### src/rtl/mem_access_stage.sv
// Memory-access pipeline stage: turns load/store requests into a req/ack memory
// transaction, stalls upstream while the access is outstanding, passes ALU ops through.
module mem_access_stage #(
  parameter int TIMEOUT = 16,
  parameter int CNT_W   = 5
) (
  input  logic        clk_i,
  input  logic        rst_i,
  input  logic        RegWrite_i,
  input  logic        MemReg_i,
  input  logic        MemRead_i,
  input  logic        MemWrite_i,
  input  logic [31:0] ALUResult_i,
  input  logic [31:0] MemData_i,
  input  logic [4:0]  rd_addr_i,
  output logic        mem_req_o,
  output logic        mem_we_o,
  output logic [31:0] mem_addr_o,
  output logic [31:0] mem_wdata_o,
  input  logic        mem_ack_i,
  input  logic [31:0] mem_rdata_i,
  output logic        stall_o,
  output logic        RegWrite_o,
  output logic        MemReg_o,
  output logic [31:0] ALUResult_o,
  output logic [31:0] ReadData_o,
  output logic [4:0]  rd_addr_o,
  output logic [1:0]  err_o
);

  typedef enum logic [1:0] {
    IDLE = 2'd0,
    BUSY = 2'd1,
    DONE = 2'd2
  } state_e;

  localparam logic [CNT_W-1:0] CNT_LAST = CNT_W'(TIMEOUT - 1);

  state_e           state_q, state_d;
  logic             mem_req_q, mem_req_d;
  logic             mem_we_q, mem_we_d;
  logic [31:0]      mem_addr_q, mem_addr_d;
  logic [31:0]      mem_wdata_q, mem_wdata_d;
  logic [31:0]      read_data_q, read_data_d;
  logic [1:0]       err_q, err_d;
  logic [CNT_W-1:0] cnt_q, cnt_d;
  logic             timeout_q, timeout_d;
  logic             acc;
  logic             misaligned;

  assign acc        = MemRead_i | MemWrite_i;
  assign misaligned = acc & (ALUResult_i[1:0] != 2'b00);

  assign MemReg_o    = MemReg_i;
  assign ALUResult_o = ALUResult_i;
  assign rd_addr_o   = rd_addr_i;

  assign mem_req_o   = mem_req_q;
  assign mem_we_o    = mem_we_q;
  assign mem_addr_o  = mem_addr_q;
  assign mem_wdata_o = mem_wdata_q;
  assign ReadData_o  = read_data_q;
  assign err_o       = err_q;

  // Next-state, transaction bookkeeping and stall/writeback gating.
  always_comb begin
    state_d     = state_q;
    mem_req_d   = mem_req_q;
    mem_we_d    = mem_we_q;
    mem_addr_d  = mem_addr_q;
    mem_wdata_d = mem_wdata_q;
    read_data_d = read_data_q;
    err_d       = err_q;
    cnt_d       = cnt_q;
    timeout_d   = timeout_q;
    stall_o     = 1'b0;
    RegWrite_o  = 1'b0;

    case (state_q)
      IDLE: begin
        if (!acc) begin
          RegWrite_o = RegWrite_i;
        end else if (misaligned) begin
          // Misaligned accesses are dropped without a bus cycle; only flagged.
          err_d = err_q | 2'b01;
        end else begin
          stall_o     = 1'b1;
          mem_addr_d  = {ALUResult_i[31:2], 2'b00};
          mem_wdata_d = MemData_i;
          mem_we_d    = MemWrite_i;
          mem_req_d   = 1'b1;
          cnt_d       = {CNT_W{1'b0}};
          state_d     = BUSY;
        end
      end

      BUSY: begin
        stall_o = 1'b1;
        // An ack in the final allowed cycle still completes the access cleanly.
        if (mem_ack_i) begin
          if (!mem_we_q) begin
            read_data_d = mem_rdata_i;
          end else begin
            read_data_d = read_data_q;
          end
          mem_req_d = 1'b0;
          state_d   = DONE;
        end else if (cnt_q == CNT_LAST) begin
          mem_req_d   = 1'b0;
          read_data_d = 32'h0000_0000;
          err_d       = err_q | 2'b10;
          timeout_d   = 1'b1;
          state_d     = DONE;
        end else begin
          cnt_d = cnt_q + CNT_W'(1);
        end
      end

      DONE: begin
        RegWrite_o = RegWrite_i & ~timeout_q;
        timeout_d  = 1'b0;
        state_d    = IDLE;
      end

      default: begin
        state_d = IDLE;
      end
    endcase
  end

  // State and registered memory-port/result flops.
  always_ff @(posedge clk_i or posedge rst_i) begin
    if (rst_i) begin
      state_q     <= IDLE;
      mem_req_q   <= 1'b0;
      mem_we_q    <= 1'b0;
      mem_addr_q  <= 32'h0000_0000;
      mem_wdata_q <= 32'h0000_0000;
      read_data_q <= 32'h0000_0000;
      err_q       <= 2'b00;
      cnt_q       <= {CNT_W{1'b0}};
      timeout_q   <= 1'b0;
    end else begin
      state_q     <= state_d;
      mem_req_q   <= mem_req_d;
      mem_we_q    <= mem_we_d;
      mem_addr_q  <= mem_addr_d;
      mem_wdata_q <= mem_wdata_d;
      read_data_q <= read_data_d;
      err_q       <= err_d;
      cnt_q       <= cnt_d;
      timeout_q   <= timeout_d;
    end
  end

endmodule

### config.mk
export PLATFORM = sky130hd
export DESIGN_NAME = mem_access_stage
export DESIGN_NICKNAME = d
export VERILOG_FILES = /design/src/rtl/mem_access_stage.sv
export SDC_FILE = /design/constraint.sdc
export NUM_CORES = 1
export LEC_CHECK = 0
export BUFFER_PORTS_ARGS = -buffer_cell sky130_fd_sc_hd__buf_2
export CORE_AREA = 2 2 163 101
export CTS_CLUSTER_SIZE = 30
export DETAILED_ROUTE_END_ITERATION = 10
export DIE_AREA = 0 0 165 103
export SYNTH_ARGS = -nofsm -noshare
export SYNTH_HDL_FRONTEND = slang
export SYNTH_SLANG_ARGS = --single-unit
### constraint.sdc
create_clock -name clk_i -period 7.5 [get_ports clk_i]
set_clock_uncertainty 0.05 [all_clocks]
set_input_delay 0.75 -clock clk_i [delete_from_list [all_inputs] [get_ports clk_i]]
set_output_delay 0.75 -clock clk_i [all_outputs]
set_load 0.05 [all_outputs]
* Word level (Yosys, flattened, before mapping) *
Index checks and enable logic that the tools add are counted.

operators by class
  mux-type cells = 31
  add/subtract/negate cells = 1
  reduce and logical (&&, ||, !) cells = 13
  bitwise operators = 8
  equal/unequal tests = 10

operators by type and width
  operator               number
  $mux W32               3
  $mux W5                4
  $mux W2                6
  $ne A2 B2 Y1 const B   6
  $reduce_and A3 Y1      4
  $reduce_and A4 Y1      3
  $mux W1                11
  $pmux W5 S2            1
  $pmux W1 S2            4
  $pmux W2 S2            2
  $reduce_bool A2 Y1     4
  $add A5 B1 Y5 const B  1
  $eq A5 B4 Y1 const B   1
  $not A1 Y1             5
  $reduce_and A5 Y1      1
  $ne A3 B3 Y1 const B   1
  $and A1 B1 Y1          2
  $eq A2 B1 Y1 const B   1
  $eq A2 B2 Y1 const B   1
  $logic_not A2 Y1       1
  $or A1 B1 Y1           1

storage, ports and cells
  logic and storage cells = 73
  bits in registers = 106
  bits of input ports = 108

* Depth between registers and ports, before layout *
  depth in word-level cells = 5
  gate-level depth with buffers = 8
  depth with buffers taken out = 7

* Worst setup path after synthesis *
No wires, ideal clock.

  path type = input to output
  from = input port MemWrite_i
  to = output port RegWrite_o
  slack = 4.591 ns
  cell stages on the path = 3
  arrival time = 2.109 ns
  cell sequence = nor3_1 -> a21oi_1 -> nor3b_1

on the way
  longest elaborated chain between the ends = 3

RTL lines
  element             line  text
  start: declaration  12    input logic MemWrite_i,
  $or A1 B1 Y1        51    assign acc = MemRead_i | MemWrite_i;
  $mux W1             81    if (!acc) begin
  $pmux W1 S2         79    case (state_q)
  end: declaration    23    output logic RegWrite_o,

No other way between the ends.

* Final worst setup path *
  from = input port ALUResult_i[1]
  to = output port stall_o

on the way
  longest elaborated chain between the ends = 5

RTL lines
  element             line  text
  start: declaration  13    input logic [31:0] ALUResult_i,
  $reduce_bool A2 Y1  52    assign misaligned = acc & (ALUResult_i[1:0] != 2'b00);
  $and A1 B1 Y1       52
  $mux W1             83    end else if (misaligned) begin
  $mux W1             81
  $pmux W1 S2         79
  end: declaration    22    output logic stall_o,

No other way between the ends.

==> metrics.txt <==
Yosys warning count 0; mean area per synthesized cell between 10 and 15 µm²; portion of the post-synthesis area used by sequential elements 60.2%; MaxCap Viol Count 0; Congestion Overflow GR 0; Critical Path Source ALUResult_i[1]; CTS max path bufs 2; fin crit period between 2 and 3 ns; share of cell area taken by muxes after synthesis less than 1%; First DRT Iteration DRCs between 150 and 200; netlist area before placement 4400 µm²; first-pass GRT wire length 16,200 µm; post-CTS setup buffers 0; overall routed net length 10,600 µm; Netlist cell types 32; maximum fanout encountered on the critical timing path 71; post-synthesis instance total ~440; DP HPWL 7400 µm; worst reg-to-reg path cell count 7; synthesis-to-finish area growth 29.8%; floorplan die height 103 µm; Core ar. between 15,000 and 20,000 µm²; Main synth FF type sky130_fd_sc_hd__dfrtp_1; clock insertion delay at the later pin of the skew report 0.34 ns; Setup crit start kind primary input; number of cells in the finished layout apart from fillers approximately 840; total CTS buffers 9; type of the worst setup path in -> out; number of enable-type register cells in the synthesized netlist 0; CTS Root Buffer Type sky130_fd_sc_hd__clkbuf_16; Area contributors post-synth sky130_fd_sc_hd__dfrtp_1 (60%), sky130_fd_sc_hd__nand2_1 (16%), sky130_fd_sc_hd__buf_4 (7.8%); Final Cycle Share 38.5%; FF-to-FF End cnt_q[2]; timing-limited maximum frequency 347 MHz; number of top-level design ports roughly 250; sum of negative setup slack 0 ns; total number of vias around 3,500; XOR/XNOR Fraction of Synth Area 0%; worst hold-check slack approximately 0.35 ns; clock transition time at the flip-flop clock pins of the worst setup and hold paths 0.07 ns; number of nets with antenna violations after routing 0; Worst setup endpoint stall_o; PD cells 402 nW/µm²; floorplan row count 36; first-pass iteration count of the detailed router 4; area fraction of the dominant cell type after synthesis 60.2%; flip-flop and latch count after synthesis ~110; H-Tree Level Count 3; Final Hold Fails 0; share of final-layout standard cells stronger than drive strength 1 a little over two fifths; Sink Count 106; Final Total Pwr roughly 2300 µW; HP Class in -> async; pin count of the biggest net entering global routing between 70 and 80; final-report max-slew violation count 0; Die Footprint 17,000 µm²; count of buffers inserted at the top-level ports roughly 230; overall routing resource usage about an eighth; initial standard-cell utilization of the core between 20 and 30%; die span in x ~170 µm; share of synthesized flip-flops with an asynchronous set or reset 100%; slew at the pin closest to its max-slew limit approximately 0.94 ns; register-to-register setup slack about 5.4 ns; post-synthesis compound-gate area fraction between 8 and 9%; combinational family with the most area after synthesis simple AND/OR/NAND/NOR gates; static power due to leakage ~0.0033 µW; required time of the critical path approximately 6.7 ns; basic-gate share of the synthesized area counting and, or, nand and nor cells between 20% and 30%; critical register-to-register path startpoint cnt_q[0]; number of global-route vias before repair about 3,200; nature of the critical path endpoint primary output; CTS tree done; Post-CTS Hold Fix Bufs 0; headroom to the max-slew limit a little under two fifths; Antenna diodes 0; Setup violations, final 0; Worst IR Drop VDD slightly above 0.0002 V; routability cong. roughly 0.71; net count of the finished layout approximately 730; WL/cell between 10 and 15 µm; share of synthesized cell area in full adder, half adder and majority cells less than 1%; result of the run finished, final reports clean; drt drc 0; RSZ-0062 raised after global routing no; post-synth top area cell sky130_fd_sc_hd__dfrtp_1; Resized Gates After CTS 0; arrival time at the worst endpoint 2.09 ns; antenna violations before repair 0; Vias/cell between 4 and 5; Cells after DPL a little over 800
## layout by cell type (no fill, tap or decap), types with 2 or more instances in the layout
master	instances
sky130_fd_sc_hd__buf_2	233
sky130_fd_sc_hd__nand2_1	192
sky130_fd_sc_hd__dfrtp_1	106
sky130_fd_sc_hd__a22o_1	32
sky130_fd_sc_hd__clkbuf_16	9
sky130_fd_sc_hd__nand3_1	8
sky130_fd_sc_hd__o21ai_0	5
sky130_fd_sc_hd__inv_1	4
sky130_fd_sc_hd__buf_4	4
sky130_fd_sc_hd__nor3_1	3
sky130_fd_sc_hd__nor2_1	2
sky130_fd_sc_hd__a21oi_1	2
sky130_fd_sc_hd__ha_1	2
sky130_fd_sc_hd__conb_1	2
sky130_fd_sc_hd__clkinvlp_4	2
## stage by stage
stage / instance area (µm²) / util, % / setup slack [ns]
floorplan: 4410 / - / 3.91
global placement: 5430 / 34.5 / 4.52
detailed placement: 5430 / 34.5 / 4.53
CTS: 5720 / 36.4 / 4.54
global route: 5720 / 36.4 / 4.46
finish: 5720 / 36.4 / 4.61
## sequential cells by signal, indices dropped and copies added (netlist names)
register and cells:
mem_we_o 1, state_q 2, mem_wdata_o 32, cnt_q 5
mem_addr_o 30, err_o 2, timeout_q 1, ReadData_o 32
mem_req_o 1
## worst min-delay path by stage
stage,slack [ns],cells past startpoint,to,start
after global placement,0.40,2,mem_addr_o[8],mem_addr_o[8]
after global routing,0.37,2,ReadData_o[8],rst_i
final,0.35,2,ReadData_o[8],rst_i
after CTS,0.35,2,ReadData_o[8],rst_i
after detailed placement,0.41,2,mem_addr_o[25],mem_addr_o[25]
after floorplan,0.42,2,cnt_q[4],cnt_q[4]
## critical path, cell delays in order
cell	delay, ns
sky130_fd_sc_hd__buf_2	0.10
sky130_fd_sc_hd__nor2_1	0.33
sky130_fd_sc_hd__o211ai_4	0.12
sky130_fd_sc_hd__buf_4	0.35
sky130_fd_sc_hd__nand2_1	0.16
sky130_fd_sc_hd__buf_2	0.27
## cell usage after synthesis (2+ instances only)
cell type / count
sky130_fd_sc_hd__nand2_1: 192
sky130_fd_sc_hd__dfrtp_1: 106
sky130_fd_sc_hd__buf_4: 46
sky130_fd_sc_hd__a22o_1: 32
sky130_fd_sc_hd__nand3_1: 8
sky130_fd_sc_hd__buf_6: 6
sky130_fd_sc_hd__clkbuf_1: 5
sky130_fd_sc_hd__inv_1: 5
sky130_fd_sc_hd__o21ai_0: 5
sky130_fd_sc_hd__buf_2: 3
sky130_fd_sc_hd__nor3_1: 3
sky130_fd_sc_hd__a21oi_1: 2
sky130_fd_sc_hd__ha_1: 2
sky130_fd_sc_hd__nor2_1: 2
## cells by family after synthesis
kind of cell,count (synthesis)
buffers and inverters,65
adders and majority gates,2
other,1
AOI/OAI and AO/OA,44
DFF,106
muxes,1
and+or+nand+nor,216
## where the power goes
part	switching [µW]	leakage, µW	internal [µW]
Clock	217	0.000137	238
Combinational	789	0.00178	231
Sequential	89.5	0.00134	736
## layer usage
layer | GRT usage (%) | part of all wire, % | vias up
met2 | 18.2 | 39 | 151
met1 | 17.0 | 50 | 1575
met5 | 0 | 0 | -
li1 | - | - | 1735
met4 | 2.94 | 0.66 | 0
met3 | 4.38 | 9.6 | 8
## final cells by class
cell class,count,area [µm²]
inverters,5,21.3
repair buffers,237,1200
well taps,209,262
multi-input cells,265,1300
clock inverters,6,48.8
flip-flops and latches,106,2650
fillers,1639,10000
clock buffers,10,239
Power figures use the tool's default switching activity.
